**src/rtl/unary_add_sched.sv**
```systemverilog
// Round-robin scheduler that time-shares one unary adder among NREQ requesters.
// Optional self-check comparator enabled by defining UNARY_SCHED_CHECK_EN.
module unary_add_sched #(
    parameter int NREQ = 2,
    parameter int OPW  = 3
) (
    input  logic                 clk,
    input  logic                 rst_n,
    input  logic [NREQ-1:0]      req,
    input  logic [NREQ*OPW-1:0]  op_a,
    input  logic [NREQ*OPW-1:0]  op_b,
    output logic [NREQ-1:0]      gnt,
    output logic                 done,
    output logic [2:0]           done_id,
    output logic [OPW-1:0]       result,
    output logic                 result_ovf,
    output logic                 chk_err,
    output logic                 add_en,
    output logic                 add_rw,
    output logic                 add_A,
    output logic                 add_B,
    input  logic                 add_dout,
    input  logic                 add_C
);

    typedef enum logic [2:0] {
        S_IDLE,
        S_ARB,
        S_FEED,
        S_DRAIN,
        S_WRITE,
        S_DONE
    } state_t;

    state_t         state, state_nxt;
    logic [2:0]     ptr;
    logic [2:0]     id_q;
    logic [OPW-1:0] a_q, b_q, m_q, j_q, r_q;
    logic           drain_ph, wr_first, ovf_q;

    logic           pick_valid;
    logic [2:0]     pick_idx;
    logic [OPW-1:0] pick_a, pick_b, pick_max;

    // Round-robin search starting at the pointer
    always_comb begin
        pick_valid = 1'b0;
        pick_idx   = '0;
        for (int k = 0; k < NREQ; k++) begin
            if (!pick_valid && req[(int'(ptr) + k) % NREQ]) begin
                pick_valid = 1'b1;
                pick_idx   = 3'((int'(ptr) + k) % NREQ);
            end
        end
        pick_a   = op_a[int'(pick_idx)*OPW +: OPW];
        pick_b   = op_b[int'(pick_idx)*OPW +: OPW];
        pick_max = (pick_a > pick_b) ? pick_a : pick_b;
    end

    always_comb begin
        state_nxt = state;
        gnt       = '0;
        done      = 1'b0;
        add_en    = 1'b0;
        add_rw    = 1'b0;
        add_A     = 1'b0;
        add_B     = 1'b0;
        case (state)
            S_IDLE: begin
                if (|req)
                    state_nxt = S_ARB;
            end
            S_ARB: begin
                if (pick_valid) begin
                    gnt       = NREQ'(1) << pick_idx;
                    state_nxt = (pick_max == '0) ? S_DRAIN : S_FEED;
                end else begin
                    state_nxt = S_IDLE;
                end
            end
            S_FEED: begin
                add_en = 1'b1;
                add_A  = (j_q <= a_q);
                add_B  = (j_q <= b_q);
                if (j_q == m_q)
                    state_nxt = S_DRAIN;
            end
            S_DRAIN: begin
                add_en = 1'b1;
                if (drain_ph)
                    state_nxt = S_WRITE;
            end
            S_WRITE: begin
                add_en = 1'b1;
                add_rw = 1'b1;
                if (!wr_first && !add_dout)
                    state_nxt = S_DONE;
            end
            S_DONE: begin
                done      = 1'b1;
                state_nxt = S_IDLE;
            end
            default: state_nxt = S_IDLE;
        endcase
    end

    always_ff @(posedge clk or negedge rst_n) begin
        if (!rst_n)
            state <= S_IDLE;
        else
            state <= state_nxt;
    end

    // Result registers load as WRITE ends so they are valid during the done pulse
    always_ff @(posedge clk or negedge rst_n) begin
        if (!rst_n) begin
            ptr        <= '0;
            id_q       <= '0;
            a_q        <= '0;
            b_q        <= '0;
            m_q        <= '0;
            j_q        <= '0;
            r_q        <= '0;
            drain_ph   <= 1'b0;
            wr_first   <= 1'b0;
            ovf_q      <= 1'b0;
            result     <= '0;
            result_ovf <= 1'b0;
            done_id    <= '0;
        end else begin
            case (state)
                S_ARB: begin
                    if (pick_valid) begin
                        a_q      <= pick_a;
                        b_q      <= pick_b;
                        m_q      <= pick_max;
                        id_q     <= pick_idx;
                        ptr      <= 3'((int'(pick_idx) + 1) % NREQ);
                        j_q      <= OPW'(1);
                        r_q      <= '0;
                        ovf_q    <= 1'b0;
                        drain_ph <= 1'b0;
                        wr_first <= 1'b1;
                    end
                end
                S_FEED: begin
                    j_q   <= j_q + 1'b1;
                    ovf_q <= ovf_q | add_C;
                end
                S_DRAIN: begin
                    drain_ph <= 1'b1;
                    ovf_q    <= ovf_q | add_C;
                end
                S_WRITE: begin
                    if (wr_first) begin
                        wr_first <= 1'b0;
                    end else if (add_dout) begin
                        if (r_q != '1)
                            r_q <= r_q + 1'b1;
                    end else begin
                        result     <= r_q;
                        result_ovf <= ovf_q;
                        done_id    <= id_q;
                    end
                end
                default: ;
            endcase
        end
    end

`ifdef UNARY_SCHED_CHECK_EN
    logic [OPW:0] ref_sum;
    assign ref_sum = {1'b0, a_q} + {1'b0, b_q};

    always_ff @(posedge clk or negedge rst_n) begin
        if (!rst_n)
            chk_err <= 1'b0;
        else if (state == S_DONE &&
                 (r_q != ref_sum[OPW-1:0] || ovf_q != ref_sum[OPW]))
            chk_err <= 1'b1;
    end
`else
    assign chk_err = 1'b0;
`endif

endmodule

```
**config.mk**
```make
export PLATFORM = sky130hd
export DESIGN_NAME = unary_add_sched
export DESIGN_NICKNAME = d
export VERILOG_FILES = /design/src/rtl/unary_add_sched.sv
export SDC_FILE = /design/constraint.sdc
export NUM_CORES = 1
export LEC_CHECK = 0
export BUFFER_PORTS_ARGS = -buffer_cell sky130_fd_sc_hd__buf_2
export CAP_MARGIN = 20
export CORE_AREA = 2 2 73 75
export CTS_CLUSTER_DIAMETER = 150
export CTS_CLUSTER_SIZE = 14
export DETAILED_ROUTE_END_ITERATION = 16
export DIE_AREA = 0 0 75 77
export SYNTH_ARGS = -nofsm -noshare
export SYNTH_HDL_FRONTEND = slang
export SYNTH_SLANG_ARGS = --single-unit
```
**constraint.sdc**
```tcl
create_clock -name clk -period 3.68 [get_ports clk]
set_input_delay 0.368 -clock clk [delete_from_list [all_inputs] [get_ports clk]]
set_output_delay 0.368 -clock clk [all_outputs]
set_load 0.005 [all_outputs]
```
Word-level counts from Yosys, hierarchy flattened:

Index checks and enable logic that the tools add are counted.

* flip-flop bits (word level): 32
* output and inout port bits: 15

* add/sub/neg operators: 4
* mux-type cells: 36
* $lt $le $gt $ge: 5
* equal/unequal tests: 15
* bitwise gates (word level): 4
* shift operators: 3
* $mul: 1
* reduce and logical (&&, ||, !) cells: 22

Operators by type and width (number)
* 3-bit 2-to-1 mux: 11
* 6-bit by 32-bit variable part select with 3-bit output: 1
* 1-bit 2-to-1 mux: 16
* 2-bit != test (second input constant): 8
* 3-bit one-hot mux with 5 select lines: 1
* 3-bit one-hot mux with 2 select lines: 2
* 2-bit AND reduction: 5
* 2-bit nonzero test: 4
* 3-bit by 1-bit adder with 3-bit output (second input constant): 2
* 3-bit by 2-bit == test with 1-bit output (second input constant): 2
* 3-bit == test (second input constant): 2
* 3-bit less-or-equal comparator: 2
* 3-bit zero test: 2
* 2-bit 2-to-1 mux: 3
* 1-bit one-hot mux with 2 select lines: 3
* 6-bit by 6-bit variable part select with 3-bit output: 1
* 3-bit by 2-bit multiplier with 5-bit output (second input constant): 1
* 5-bit AND reduction: 1
* 4-bit AND reduction: 1
* 2-bit OR reduction: 2
* 3-bit by 1-bit == test with 1-bit output (second input constant): 1
* 3-bit == test: 1
* 3-bit greater-than comparator: 1
* 1-bit zero test: 3
* other kinds (11): 14

Depth between registers and ports, before layout:

* depth in word-level cells: 15
* depth in mapped cells: 11

Worst setup path before layout:

OpenSTA, ideal clock, no wires.

* path kind: in2reg
* start point: in req[0]
* end point: reg m_q[2]
* path buffers: 1
* data required time: 3.555 ns
* setup time: 0.125 ns
* cell stages on the path: 10
* setup slack: 0.983 ns
* arrival time: 2.572 ns
* cell sequence: inv_1 -> o21ai_1 -> buf_4 -> mux2_2 -> ha_1 -> a21o_1 -> a21oi_2 -> a31oi_2 -> mux4_2 -> mux2_4

* longest elaborated chain between the ends: 10
* elaborated cells between the ends (all ways): 17
* those cells by class: mul: 1; order compare: 1; shift: 2; mux: 10; reduce/logical: 3

RTL lines
* from (decl): line 9 `input logic [NREQ-1:0] req,`
* 1-bit 2-to-1 mux (implied by the code) (2 in a row): line 50 `if (!pick_valid && req[(int'(ptr) + k) % NREQ]) begin`
* 1-bit 2-to-1 mux: line 50
* 1-bit zero test: line 50
* 1-bit logical AND: line 50
* 3-bit 2-to-1 mux (*): line 50
* 3-bit by 2-bit multiplier with 5-bit output (*): line 55 `pick_a = op_a[int'(pick_idx)*OPW +: OPW];`
* 6-bit by 32-bit variable part select with 3-bit output (*): line 55
* named net pick_a[1]: line 43 `logic [OPW-1:0] pick_a, pick_b, pick_max;`
* 3-bit greater-than comparator (*): line 57 `pick_max = (pick_a > pick_b) ? pick_a : pick_b;`
* 3-bit 2-to-1 mux (*): line 57
* to (signal assigned): line 136 `m_q <= pick_max;`
* to (decl): line 38 `logic [OPW-1:0] a_q, b_q, m_q, j_q, r_q;`

Mark *: on every way through the listed nets, which the timed path passes. The rest lies on a longest branch. The select of a mux whose other input is x is not followed.
A chain may end at the register's enable or synchronous reset.

Worst setup path after layout:

* start point: reg ptr[0]
* end point: reg m_q[2]

* longest elaborated chain between the ends: 10
* elaborated cells between the ends (all ways): 19
* those cells by class: add/sub: 1; mul: 1; order compare: 1; shift: 2; mux: 10; bitwise: 1; reduce/logical: 3

RTL lines
* from (decl): line 36 `logic [2:0] ptr;`
* from (signal assigned): line 138 `ptr <= 3'((int'(pick_idx) + 1) % NREQ);`
* 1-bit adder or 1-bit 2-to-1 mux (tied branches): line 50, 52
* 1-bit 2-to-1 mux (implied by the code) (2 in a row): line 50
* 1-bit 2-to-1 mux (implied by the code) or 1-bit zero test (tied branches): line 50
* 1-bit logical AND: line 50
* 3-bit 2-to-1 mux (*): line 50
* 3-bit by 2-bit multiplier with 5-bit output (*): line 55
* 6-bit by 32-bit variable part select with 3-bit output (*): line 55
* named net pick_a[1]: line 43
* 3-bit greater-than comparator (*): line 57
* 3-bit 2-to-1 mux (*): line 57

Marked as above.

==> summary.md <==
| Metric | Value |
|---|---|
| Status | completed |
| Slowest CP cell | mux4_2 |
| Worst R2R Setup Slack | 0.90 ns |
| H-tree levels | 1 |
| EDFF count, synth | 0 |
| Post-Syn Instances | 162 |
| Core box area | 0.00498 mm² |
| Dpl ws | 0.808 ns |
| Mean Syn Cell Area | 10.2 µm² |
| GR Util All Layers | 13.0% |
| Final WS setup | 0.904 ns |
| Syn-to-layout area delta | 16.5% |
| 1st-pass router iterations | 4 |
| Sequential area share after synthesis | 42.4% |
| VDD IR max | 277 µV |
| Unrepaired setup endpoints after global routing | no |
| PortBufs | 29 |
| Final period utilization | 75.4% |
| CTS Sinks | 28 |
| DP Cell Count | 256 |
| Worst Setup End Kind | flop |
| Critical Path, Cell by Cell | o21ai_1 > buf_4 > mux2_2 > ha_1 > a21o_1 > a21oi_2 > a31oi_2 > mux4_2 > mux2_4 |
| Antenna-violating nets left | 0 |
| Pin count of the biggest net entering global routing | 29 |
| Top delay family on crit path | multiplexers |
| Critical Path Fanout Max | 11 |
| Max-slew headroom | 37.8% |
| Io pins | 33 |
| Die Width | 75 µm |
| WP buf/inv | 1 |
| Die area | 0.00578 mm² |
| Final net count | 221 |
| Final hold vios | 0 |
| F_max | 0.360 GHz |
| Layout cells sized above 1 | 27.9% |
| TritonCTS clock tree | built |
| Worst EP required | 3.85 ns |
| Fillers | 496 |
| CTS clk-pin slew, worst paths | 0.10 ns |
| Non-Filler Instances | 260 |
| RD Place Congestion | 0.731 |
| Post_cts resized | 0 |
| Top routing layer used | met4 |
| Grt ovf | 0 |
| Ranking of synthesized cells by area | dfrtp_1, ha_1, mux2_2 |
| Wirelength, routed | 3260 µm |
| Critical Path Max Stage Delay | 0.56 ns |
| Crit Path Class | reg2reg |
| PwrDens | 735 mW/mm² |
| Register bit total from synthesis | 28 |
| WL met2 | 1490 µm |
| Synth Flop Type | dfrtp_1 |
| Largest area contributor in the netlist | dfrtp_1 |
| Post-CTS Hold Fix Bufs | 0 |
| First-pass GRT wire length | 5810 µm |
| Clk_skew | 0.0107 ns |
| Cell Area, Synth | 0.00165 mm² |
| Initial drt markers | 46 |
| Via/cell ratio | 4.53 |
| Top cell type's share of synthesized area | 42.4% |
| WL met3 | 115 µm |
| Die height | 77 µm |
| Max Root-Sink Buffers | 2 |
| Critical Path Source Type | flop |
| Overall Power | 0.00142 W |
| Max Cap Viol | 0 |
| CTS Root Cell | clkbuf_8 |
| Placed wire-length estimate | 2560 µm |
| Initial antenna violation count | 0 |
| Starting Density | 33.2% |
| Row Count | 26 |
| Setup TNS | 0 ns |
| Routed len/inst | 12.6 µm |
| Final setup fails | 0 |
| Post-CTS setup buffers | 0 |
| Crit path DAT | 2.94 ns |
| Fin crit period | 2.78 ns |
| Fin. max-slew vios | 0 |
| Via count | 1,177 |
| Asr flop ratio synth | 100% |
| CTS buffer count | 3 |
| Insertion delay to the later sink of the worst-skew pair | 0.28 ns |
| Leak | 0.977 nW |
| M1 WL | 1610 µm |
| Synth cell types | 38 |
| Tightest Pin Transition | 0.928 ns |
| Worst Hold Class | in2async |
| DRC viols | 0 |
| # diodes | 0 |
| Number of global-route vias before repair | 1,211 |
| Syn. warnings | 0 |
## synthesized netlist by cell type (2+ instances only)
cell type and instances:
nand2_1 22, xnor2_1 2, mux2i_1 5, buf_4 4, a21o_1 4, inv_1 13, a21oi_1 4, o21ai_0 10
ha_1 12, a22oi_1 2, mux4_1 2, xor2_1 2, nor3_1 3, dfrtp_1 28, clkbuf_1 3, nor2_1 14
mux2_2 9, a31oi_1 3
## report_power, final
group | switching, W | leakage (nW) | internal [W]
logic | 0.000323 | 0.589 | 0.000308
registers | 0.000110 | 0.352 | 0.000429
clock network | 0.000100 | 0.0357 | 0.000146
total | 0.000533 | 0.977 | 0.000882
## metal layers
layer | track usage [%] | vias to the layer above
met4 | 4.29 | 0
li1 | - | 608
met5 | 0 | -
met3 | 2.10 | 4
met1 | 19.6 | 538
met2 | 18.9 | 27
## cell usage in the layout, fill, tap and decap left out, types with 3 or more instances in the layout
cell type  count
nand2_1       22
a31oi_1        3
clkbuf_8       3
buf_2         29
a21oi_1        4
o21ai_0       10
a21o_1         4
inv_1         13
conb_1         3
nor3_1         3
nor2_1        14
mux2_2         9
ha_1          12
mux2i_1        5
dfrtp_1       28
## cell type report
class,count,area (µm²),share of cell area [%]
multi-input combinational,114,860,44.7
sequential,28,701,36.4
timing repair buffer,30,153,7.93
tap,70,87.6,4.55
inverter,14,52.6,2.73
clock buffer,3,41.3,2.15
clock inverter,1,30.0,1.56
## metrics by stage
stage,utilization [%],hold slack [ns],instance area (µm²)
finish,38.7,0.0827,1920
global placement,37.2,0.420,1850
global route,38.7,0.132,1920
floorplan,-,0.0724,1660
CTS,38.7,0.112,1920
detailed placement,37.2,0.424,1850
## worst paths after layout
path,cells past startpoint,endpoint,start
hold reg to reg,2,result[2],result[2]
setup / recovery,9,m_q[2],ptr[0]
setup reg to reg,9,m_q[2],ptr[0]
min in group clk,3,ovf_q,add_C
max in group asynchronous,1,j_q[2],rst_n
hold / removal,1,result[2],rst_n
## flip-flops by register name, indices dropped and copies added, names as in the netlist
signal	count
b_q	3
ovf_q	1
j_q	3
done_id	1
result	3
drain_ph	1
m_q	3
r_q	3
result_ovf	1
wr_first	1
a_q	3
id_q	1
ptr	1
state	3
## kinds of logic (layout without fill, tap and decap cells)
group,after synthesis,in the layout,synth area share (%)
compound gates,31,31,13.3
mux,18,18,14.6
xor+xnor,4,4,2.12
fa+ha+maj,12,12,9.09
buf+inv,22,48,5.98
other cells,1,3,0.227
simple gates,46,46,12.3
flops,28,28,42.4
No activity file was read; power rests on OpenSTA's default activity.
